**config.mk**
```make
export PLATFORM = sky130hd
export DESIGN_NAME = cache_pmem_adapter
export DESIGN_NICKNAME = d
export VERILOG_FILES = /design/src/rtl/cache_pmem_adapter.sv
export SDC_FILE = /design/constraint.sdc
export NUM_CORES = 1
export LEC_CHECK = 0
export ABC_AREA = 0
export ABC_CLOCK_PERIOD_IN_PS = 3300
export CAP_MARGIN = 30
export CORE_MARGIN = 2
export CORE_UTILIZATION = 48
export CTS_CLUSTER_DIAMETER = 200
export DETAILED_ROUTE_END_ITERATION = 12
export GPL_ROUTABILITY_DRIVEN = 0
export PLACE_DENSITY = 0.8
export SLEW_MARGIN = 0
export SYNTH_ARGS = -nofsm -noshare
export SYNTH_HDL_FRONTEND = slang
export SYNTH_SLANG_ARGS = --single-unit
```
**constraint.sdc**
```tcl
create_clock -name clk -period 3.3 [get_ports clk]
set_clock_uncertainty 0.2 [all_clocks]
set_input_delay 0.495 -clock clk [delete_from_list [all_inputs] [get_ports clk]]
set_output_delay 0.495 -clock clk [all_outputs]
set_load 0.01 [all_outputs]
```
**src/rtl/cache_pmem_adapter.sv**
```systemverilog
// cache_pmem_adapter: turns single-cycle cache line requests into LINE_W/BEAT_W-beat bursts on
// the physical memory bus and returns the assembled line with a one-cycle pmem_resp.
// Optional feature macro: PMEM_ADAPTER_TIMEOUT_EN adds a stall counter that aborts a burst
// after TIMEOUT stalled cycles and flags it through pmem_error.
module cache_pmem_adapter #(
  parameter int unsigned LINE_W  = 128,
  parameter int unsigned BEAT_W  = 32,
  parameter int unsigned ADDR_W  = 16,
  parameter int unsigned TIMEOUT = 255
) (
  input  logic              clk,
  input  logic              rst_n,
  // Cache side
  input  logic              pmem_read,
  input  logic              pmem_write,
  input  logic [ADDR_W-1:0] pmem_address,
  input  logic [LINE_W-1:0] pmem_wdata,
  output logic [LINE_W-1:0] pmem_rdata,
  output logic              pmem_resp,
  output logic              pmem_error,
  // Memory bus side
  output logic              bus_cmd_valid,
  input  logic              bus_cmd_ready,
  output logic              bus_cmd_we,
  output logic [ADDR_W-1:0] bus_cmd_addr,
  output logic [BEAT_W-1:0] bus_wdata,
  output logic              bus_wvalid,
  input  logic              bus_wready,
  input  logic [BEAT_W-1:0] bus_rdata,
  input  logic              bus_rvalid
);

  localparam int unsigned Beats    = LINE_W / BEAT_W;
  localparam int unsigned BeatIdxW = (Beats > 1) ? $clog2(Beats) : 1;
  localparam int unsigned OffW     = $clog2(LINE_W / 8);
  localparam logic [BeatIdxW-1:0] LastBeat = BeatIdxW'(Beats - 1);

  typedef enum logic [2:0] {StIdle, StCmd, StWdata, StRdata, StResp} state_e;

  state_e                 state_q, state_d;
  logic                   we_q, we_d;
  logic [ADDR_W-OffW-1:0] addr_q, addr_d;
  logic [LINE_W-1:0]      wdata_q, wdata_d;
  logic [LINE_W-1:0]      rdata_q, rdata_d;
  logic [BeatIdxW-1:0]    beat_q, beat_d;

  logic cmd_hs, wbeat_hs, rbeat_hs;
  logic timeout;
  logic err_flag;

  assign cmd_hs   = (state_q == StCmd) && bus_cmd_ready;
  assign wbeat_hs = (state_q == StWdata) && bus_wready;
  // bus_rvalid only matters while a read burst is in flight
  assign rbeat_hs = (state_q == StRdata) && bus_rvalid;

`ifdef PMEM_ADAPTER_TIMEOUT_EN
  logic [7:0] stall_q, stall_d;
  logic       err_q, err_d;
  logic       busy, any_hs;

  assign busy    = (state_q == StCmd) || (state_q == StWdata) || (state_q == StRdata);
  assign any_hs  = cmd_hs || wbeat_hs || rbeat_hs;
  // Fires on the stalled cycle that brings the count up to TIMEOUT
  assign timeout = busy && !any_hs && ((stall_q + 8'd1) == 8'(TIMEOUT));

  // Stall counter and sticky error flag for the current burst
  always_comb begin
    stall_d = stall_q;
    err_d   = err_q;
    if ((state_q == StIdle) && (pmem_read || pmem_write)) begin
      stall_d = '0;
      err_d   = 1'b0;
    end else if (busy) begin
      stall_d = any_hs ? 8'd0 : (stall_q + 8'd1);
      if (timeout) err_d = 1'b1;
    end
  end

  // Stall counter registers
  always_ff @(posedge clk or negedge rst_n) begin
    if (!rst_n) begin
      stall_q <= '0;
      err_q   <= 1'b0;
    end else begin
      stall_q <= stall_d;
      err_q   <= err_d;
    end
  end

  assign err_flag = err_q;

  logic unused_addr;
  assign unused_addr = ^pmem_address[OffW-1:0];
`else
  assign timeout  = 1'b0;
  assign err_flag = 1'b0;

  logic unused_cfg;
  assign unused_cfg = (^pmem_address[OffW-1:0]) ^ (TIMEOUT == 0);
`endif

  // FSM state register
  always_ff @(posedge clk or negedge rst_n) begin
    if (!rst_n) state_q <= StIdle;
    else        state_q <= state_d;
  end

  // FSM next-state logic; a write wins over a simultaneous read
  always_comb begin
    state_d = state_q;
    unique case (state_q)
      StIdle:  if (pmem_write || pmem_read) state_d = StCmd;
      StCmd: begin
        if (timeout)            state_d = StResp;
        else if (bus_cmd_ready) state_d = we_q ? StWdata : StRdata;
      end
      StWdata: begin
        if (timeout)                                 state_d = StResp;
        else if (bus_wready && (beat_q == LastBeat)) state_d = StResp;
      end
      StRdata: begin
        if (timeout)                                 state_d = StResp;
        else if (bus_rvalid && (beat_q == LastBeat)) state_d = StResp;
      end
      StResp:  state_d = StIdle;
      default: state_d = StIdle;
    endcase
  end

  // FSM outputs
  always_comb begin
    pmem_resp     = (state_q == StResp);
    pmem_error    = pmem_resp && err_flag;
    bus_cmd_valid = (state_q == StCmd);
    bus_wvalid    = (state_q == StWdata);
  end

  // Request latching, beat counter and read-line assembly
  always_comb begin
    we_d    = we_q;
    addr_d  = addr_q;
    wdata_d = wdata_q;
    rdata_d = rdata_q;
    beat_d  = beat_q;
    if (state_q == StIdle) begin
      if (pmem_write) begin
        we_d    = 1'b1;
        addr_d  = pmem_address[ADDR_W-1:OffW];
        wdata_d = pmem_wdata;
      end else if (pmem_read) begin
        we_d   = 1'b0;
        addr_d = pmem_address[ADDR_W-1:OffW];
      end
    end
    if (cmd_hs) beat_d = '0;
    if (wbeat_hs) beat_d = beat_q + BeatIdxW'(1);
    if (rbeat_hs) begin
      rdata_d[beat_q*BEAT_W +: BEAT_W] = bus_rdata;
      beat_d = beat_q + BeatIdxW'(1);
    end
  end

  // Datapath registers
  always_ff @(posedge clk or negedge rst_n) begin
    if (!rst_n) begin
      we_q    <= 1'b0;
      addr_q  <= '0;
      wdata_q <= '0;
      rdata_q <= '0;
      beat_q  <= '0;
    end else begin
      we_q    <= we_d;
      addr_q  <= addr_d;
      wdata_q <= wdata_d;
      rdata_q <= rdata_d;
      beat_q  <= beat_d;
    end
  end

  assign bus_cmd_we   = we_q;
  assign bus_cmd_addr = {addr_q, {OffW{1'b0}}};
  assign bus_wdata    = wdata_q[beat_q*BEAT_W +: BEAT_W];
  assign pmem_rdata   = rdata_q;

endmodule

```
# [Yosys cells after proc, flatten, opt, wreduce, memory -nomap -nowiden]
# Index checks and enable logic that the tools add are counted.
[totals] regBits=274 in_bits=183 output_inout_bits=181 word_cells=46
[classes] add_sub_neg=2 n_eq_ne=9 shifts=3 n_mux=14 n_reduce_logical=12
[ops] operator="bitwise mux 128 bit" count=1
[ops] operator="variable shift 32 x 34 -> 128 bit (first input constant)" count=1
[ops] operator="indexed part select 128 x 8 -> 32 bit" count=1
[ops] operator="indexed part select 32 x 34 -> 128 bit" count=1
[ops] operator="negation 7 -> 34 bit" count=1
[ops] operator="two-way mux 12 bit" count=2
[ops] operator="two-way mux 3 bit" count=4
[ops] operator="case mux 3 bit (4 select lines)" count=1
[ops] operator="== test 3 x 2 -> 1 bit (second input constant)" count=2
[ops] operator="two-way mux 2 bit" count=3
[ops] operator="!= test 2 x 1 -> 1 bit (second input constant)" count=3
[ops] operator="logical AND 1 bit" count=5
[ops] operator="AND reduction 2 bit" count=2
[ops] operator="AND reduction 4 bit" count=1
[ops] operator="== test 3 x 1 -> 1 bit (second input constant)" count=1
[ops] operator="== test 3 bit (second input constant)" count=1
[ops] operator="zero test 3 bit" count=1
[ops] operator="two-way mux 1 bit" count=3
[ops] operator="nonzero test 3 bit" count=1
[ops] operator="adder 2 x 1 -> 2 bit (second input constant)" count=1
[ops] operator="== test 2 bit (second input constant)" count=1
[ops] operator="!= test 2 bit (second input constant)" count=1
[ops] operator="nonzero test 2 bit" count=1
[ops] operator="logical OR 1 bit" count=1

# [Logic depth before layout (Yosys ltp)]
# Gate-level depths: netlist of the first run.
[logic_depth] ltp_word=5 ltp_mapped=8

# [Least setup slack after synthesis of the first run]
# No wires, ideal clock.
[synth_path] kind="register to register" start="register beat_q[0]" end="register rdata_q[117], in the netlist pmem_rdata[117]" setup_time_ns=0.083 t_arrival_ns=1.998 slack_ns=1.020 path_stages_with_launch=8 n_path_buf=2 synth_period_minus_slack_ns=2.280 cell_sequence="dfrtp_1 -> buf_2 -> inv_1 -> ha_1 -> nor4b_2 -> clkbuf_1 -> nand4_1 -> o21ai_0"
[synth_between] elab_chain_len=3 word_cells_on_any_way=4 classes_between="1 x add/sub; 2 x shift; 1 x mux"
[synth_rtl] element="start: declaration" line_no="45" rtl="logic [BeatIdxW-1:0] beat_q, beat_d;"
[synth_rtl] element="start signal: assignment" line_no="176" rtl="beat_q <= beat_d;"
[synth_rtl] element="negation 7 -> 34 bit (*)" line_no="158" rtl="rdata_d[beat_q*BEAT_W +: BEAT_W] = bus_rdata;"
[synth_rtl] element="indexed part select 32 x 34 -> 128 bit / variable shift 32 x 34 -> 128 bit (equally long branches)" line_no="158"
[synth_rtl] element="bitwise mux 128 bit (*)" line_no="158"
[synth_rtl] element="end signal: assignment" line_no="175" rtl="rdata_q <= rdata_d;"
[synth_rtl] element="end: declaration" line_no="44" rtl="logic [LINE_W-1:0] rdata_q, rdata_d;"
# Mark *: on every way between the ends. The rest lies on a longest branch, timed or not.
# A chain may end at the register's enable or synchronous reset.

# [Worst setup path after layout of the first run]
[layout_path] start="register beat_q[0]" end="output bus_wdata[12]"
[layout_between] elab_chain_len=1
[layout_rtl] element="indexed part select 128 x 8 -> 32 bit" line_no="182" rtl="assign bus_wdata = wdata_q[beat_q*BEAT_W +: BEAT_W];"
[layout_rtl] element="end: declaration" line_no="26" rtl="output logic [BEAT_W-1:0] bus_wdata,"
# Every way passes these cells.

==> run metrics, run 1 <==
Hold Path Stages=1; mux cell area share after synthesis=21.9%; final core utilization=66.3%; Gate Count Post-Synth=924; Synth Area in Compound Gates=6.03%; met1 wire length=13.4 mm; Synth Flop Type=dfrtp_1; post-CTS resize count=0; Final Cycle Share=95.9%; global route overflow=0; Root Buffer=clkbuf_16; clk_lat worst skew=540 ps; fill count=1862; IO Pins=364; vias in the first global route=9386; Setup CP Type=reg2out; Area growth syn-to-layout=36.4%; Peak supply drop=752 uV; routed wl met3=3.17 mm; register area share after synthesis=54.4%; Async S/R FF share, synth=100%; die height=166 um; CP max FO=25; Hold-fix buffers, CTS=1; CP required=2600 ps; Unique masters post-synth=43; layout cell share with drive strength beyond 1=20.3%; Max-Cap Viols=0; Final Max Tran Viols=0; initial antenna violation count=3; syn avg cell area=13.6 sq um; Setup Fix Bufs, Post-CTS=0; WL met2=16.9 mm; # port buffers=354; row cnt=59; ANT nets after route=0; status=finished clean; H-tree levels=1; placed instance count=1557; GRT Overall Usage=24.6%; worst-case clock buffer depth=3; crit path time final=3160 ps; Hold Violations, Final=0; core area=0.0259 sq mm; Least-Margin Pin Slew=747 ps; WL final=34.7 mm; vias per cell=5.59; fmax=316 MHz; post-synthesis adder-cell area fraction=0.497%; clock slew at the register clock pins of the worst setup and hold paths=60 ps; DRC=0; number of synthesized flops with an enable pin=0; Ys Warns=0; Pint=11.6 mW; r2r worst-path depth=5; uppermost layer routed=met4; Switching Power=5.49 mW; XOR/XNOR share of the synthesized area=0%; setup violators final=0; Finished Layout Cells=1612; total of flip-flops plus latches after synthesis=274; Max-slew headroom=50.2%; number of DRC markers in iteration 0=705; CTS buffer count=29; die width=166 um; Comb power frac=44.9%; Seq pwr share=34.7%; CTS tree=done; Pleak=7.66 nW; Die ar.=0.0276 sq mm; # clock sinks=274; routed len/inst=21.5 um; Clk pwr share=20.4%; setup TNS=0 ps; via count=9009; Initial Utilization=48.6%; largest net degree at the start of global routing=123; largest family of logic cells by synthesized area=multiplexers; Simple-Gate Fraction of Synth Area=8.71%; DP HPWL=23.5 mm; total power=17.1 mW; Arrival @ worst endpoint=2470 ps; first-pass GRT wire length=54.2 mm; fin nets=1442; Sw Share=32.2%; Pwr per Cell Area=994 mW/mm^2; Worst Hold Class=reg2reg; RSZ-0062 raised after global routing=no; Setup crit end kind=primary output; router iterations before antenna repair=6; startpoint types=flop; synthesized area=0.0126 sq mm
-- flip-flops by register name, indices dropped and copies added (netlist names) --
name / cells
pmem_rdata: 128
wdata_q: 128
addr_q: 12
state_q: 3
beat_q: 2
bus_cmd_we: 1
-- logic make-up after synthesis --
group                      after synthesis
AOI/OAI and AO/OA                      133
adders and majority gates                5
buffers and inverters                  180
DFF                                    274
muxes                                  177
other                                    1
and+or+nand+nor                        154
-- through the flow --
stage	hold slack [ps]	instance area, sq um	worst slack (ps)
after floorplan	-0.591	12600	1020
after global placement	258	16200	677
after detailed placement	264	16200	665
after CTS	279	17200	74.6
after global routing	291	17200	2.49
final	276	17200	136
-- cell usage in the layout, fill, tap and decap left out, types with 2 or more instances in the layout --
cell and instances:
a21o_1 34, and2_4 3, and3_1 2, and4_1 32, buf_12 6, buf_4 17
bufinv_16 6, clkbuf_1 4, clkbuf_16 29, clkbuf_8 2, clkdlybuf4s50_1 353, clkinv_2 4
clkinvlp_4 5, conb_1 5, dfrtp_1 273, diode_2 3, ha_1 5, inv_1 97
mux2_2 34, mux2_4 109, mux2i_1 2, mux4_2 32, nand2b_1 2, nand4_1 94
nor2_1 2, nor3b_1 4, nor4b_4 2, o21ai_0 58, o21ai_1 37
-- critical path, cell delays in order (launching register included) --
cell and delay [ps]:
dfrtp_2 550, buf_12 280, mux4_2 530, clkdlybuf4s50_1 550
-- power by group through the flow --
| stage | registers (mW) | clock network [mW] | logic (mW) |
|---|---|---|---|
| 5_1_grt | 6.11 | 3.67 | 8.16 |
| 4_1_cts | 5.91 | 3.54 | 7.72 |
| 3_3_place_gp | 5.87 | 0 | 7.51 |
| 2_1_floorplan | 5.98 | 0 | 4.23 |
| 6_report | 5.93 | 3.48 | 7.67 |
| 3_5_place_dp | 5.92 | 0 | 7.67 |
-- layout make-up --
cell class	instances	area [sq um]	share of cell area, %
Sequential cell	274	6860	39.9
Clock buffer	35	768	4.47
Clock inverter	16	246	1.43
Multi-Input combinational cell	474	4720	27.4
Timing Repair Buffer	378	3810	22.1
Antenna cell	3	7.51	0.0437
Inverter	97	364	2.12
Tap cell	335	419	2.44
-- metal layers --
layer / vias to the layer above / global-route usage [%]
li1: 3967 / -
met1: 4497 / 31.1
met2: 469 / 41.1
met3: 76 / 6.70
met4: 0 / 8.66
met5: - / 0
-- synth_stat cells (16+ instances only) --
cell	instances	area, sq um
buf_6	16	180
a21o_1	34	255
mux2_4	109	1640
clkbuf_1	25	93.8
o21ai_1	37	185
o21ai_0	58	290
buf_2	16	80.1
and4_1	32	280
nand4_1	94	588
mux4_2	32	721
dfrtp_1	274	6860
mux2_2	34	383
inv_1	97	364
-- final timing paths --
path                                start             end  slack [ps]
max                             beat_q[0]   bus_wdata[12]         140
min                        pmem_rdata[29]  pmem_rdata[29]         280
max reg2reg                     beat_q[0]  pmem_rdata[16]         740
min reg2reg                pmem_rdata[29]  pmem_rdata[29]         280
max in group asynchronous           rst_n    wdata_q[104]        1640
min in group asynchronous           rst_n  pmem_rdata[34]         360
Note: power is estimated with default switching activity, not from simulation.
==> inputs of run 2 (changes only) <==
--- a/config.mk
+++ b/config.mk
@@ -8,12 +8,15 @@
 export ABC_AREA = 0
 export ABC_CLOCK_PERIOD_IN_PS = 3300
 export CAP_MARGIN = 30
+export CELL_PAD_IN_SITES_DETAIL_PLACEMENT = 1
+export CELL_PAD_IN_SITES_GLOBAL_PLACEMENT = 1
 export CORE_MARGIN = 2
-export CORE_UTILIZATION = 48
+export CORE_UTILIZATION = 38
 export CTS_CLUSTER_DIAMETER = 200
 export DETAILED_ROUTE_END_ITERATION = 12
 export GPL_ROUTABILITY_DRIVEN = 0
-export PLACE_DENSITY = 0.8
+export PLACE_DENSITY = 0.79
+export REMOVE_ABC_BUFFERS = 1
 export SLEW_MARGIN = 0
 export SYNTH_ARGS = -nofsm -noshare
 export SYNTH_HDL_FRONTEND = slang
==> run 2 against run 1 <==
Sequential cell count did not move. Highest routed layer unchanged. Wire length increased by 12%. Fmax grew 2.7%. Power hardly changed. Combinational power increased by 3.0%. Via count fell by 0.82%. Count of clock-buffer cells in the layout up 12. Largest power group unchanged. Register-to-register slack is essentially flat. First-iteration DRC count shrank 37%. Sequential power barely moved.
==> run metrics, run 2 (synthesis results as in run 1) <==
H-tree levels=1; GR Layer Usage met2=38.6%; GRT busiest layer=met2; r2r worst-path depth=7; Least-Margin Pin Slew=725 ps; router iterations before antenna repair=4; Hold Path Sink=pmem_rdata[14]; final instance area=0.0173 sq mm; die height=186 um; most frequent cells in the layout=clkdlybuf4s50_1, dfrtp_1, mux2_4; CP max FO=8; # port buffers=354; Pleak=7.66 nW; fin nets=1445; Setup CP Type=reg2out; RR Startpoint=beat_q[0]; Hold Violations, Final=0; crit path time final=3080 ps; ANT nets after route=0; met1 Use GR=25.7%; Final Max Tran Viols=0; Root Buffer=clkbuf_16; global route overflow=0; die width=186 um; Initial Utilization=38.6%; Area growth syn-to-layout=37.3%; DRC=0; Switching Power=5.68 mW; layout cell share with drive strength beyond 1=20.3%; Peak supply drop=491 uV; reg-to-reg critical path endpoint=pmem_rdata[120]; DP HPWL=26.2 mm; setup violators final=0; worst-case clock buffer depth=3; status=finished clean; Max-Cap Viols=0; Placed Area=0.0163 sq mm; Arrival @ worst endpoint=2390 ps; Seq pwr share=34.8%; vias in the first global route=10043; CTS tree=done; Hold Path Stages=1; RSZ-0062 raised after global routing=no; Worst R2R Setup Slack=750 ps; Comb power frac=46.3%; fill count=3272; Max-slew headroom=51.5%; Clk pwr share=18.9%; via count=8935; # clock sinks=274; number of DRC markers in iteration 0=447; row cnt=66; Pwr per Cell Area=987 mW/mm^2; routed len/inst=22.5 um; IO Pins=364; startpoint types=flop; Setup crit end kind=primary output; core area=0.0326 sq mm; largest net degree at the start of global routing=101; met3 Use GR=8.75%; CP required=2600 ps; Sw Share=33.3%; Pint=11.4 mW; CTS buffer count=30; GRT Overall Usage=22.2%; most common cell after layout, fill and taps aside=clkdlybuf4s50_1; Final Cycle Share=93.4%; vias per cell=5.20; worst hold path startpoint=pmem_rdata[14]; diode count=0; WL final=38.7 mm; hold slack=277 ps; first-pass GRT wire length=59.3 mm; initial antenna violation count=0; Die ar.=0.0346 sq mm; clock slew at the register clock pins of the worst setup and hold paths=60 ps; Worst Hold Class=reg2reg; fmax=324 MHz; clk_lat worst skew=540 ps
-- run 2: worst max-delay path, stage by stage (launching register included) --
cell and delay, ps:
dfrtp_2 490, buf_4 260, mux4_2 580, clkdlybuf4s50_1 510
-- run 2: stage by stage --
stage	util [%]	total power, mW	TNS (ps)	cells	worst slack [ps]
2_1_floorplan	-	9.83	-79980	845	-1050
3_3_place_gp	50.1	13.6	0	1666	592
3_5_place_dp	50.1	13.9	0	1666	488
4_1_cts	53.0	17.3	0	1718	138
5_1_grt	53.0	18.1	0	1718	82.8
6_report	53.0	17.1	0	1718	217
-- run 2: worst max-delay path by stage --
stage	to	depth (start not counted)	from
6_report	bus_wdata[17]	3	beat_q[0]
5_1_grt	bus_wdata[21]	3	beat_q[0]
4_1_cts	bus_wdata[21]	3	beat_q[0]
3_5_place_dp	pmem_rdata[53]	5	bus_rvalid
3_3_place_gp	pmem_rdata[12]	4	bus_rvalid
2_1_floorplan	pmem_rdata[64]	5	beat_q[0]
-- run 2: power groups by stage --
stage / sequential [mW] / clock (mW) / combinational, mW
finish: 5.94 / 3.23 / 7.90
global route: 6.14 / 3.45 / 8.49
CTS: 5.95 / 3.32 / 8.03
detailed placement: 5.96 / 0 / 7.94
global placement: 5.86 / 0 / 7.72
floorplan: 6.12 / 0 / 3.71
-- run 2: area by class of cell --
cell class	instances	area [sq um]	area share [%]
Clock buffer	47	916	5.30
Clock inverter	4	20.0	0.116
Inverter	97	364	2.11
Multi-Input combinational cell	474	4720	27.3
Sequential cell	274	6860	39.7
Tap cell	442	553	3.20
Timing Repair Buffer	380	3860	22.3
-- run 2: metal layers --
| layer | wire length [um] | part of all wire (%) | vias up |
|---|---|---|---|
| met5 | 0 | 0 | - |
| met4 | 966 | 2.5 | 0 |
| met3 | 4340 | 11 | 63 |
| met2 | 18800 | 49 | 370 |
| met1 | 14600 | 38 | 4546 |
| li1 | - | - | 3956 |
-- run 2: timing repair --
| item | in CTS | in global routing |
|---|---|---|
| hold buffers | 1 | 0 |
| gates resized for setup | 0 | 0 |
| setup buffers | 0 | 0 |
| endpoints found under the hold margin | 80 | 0 |
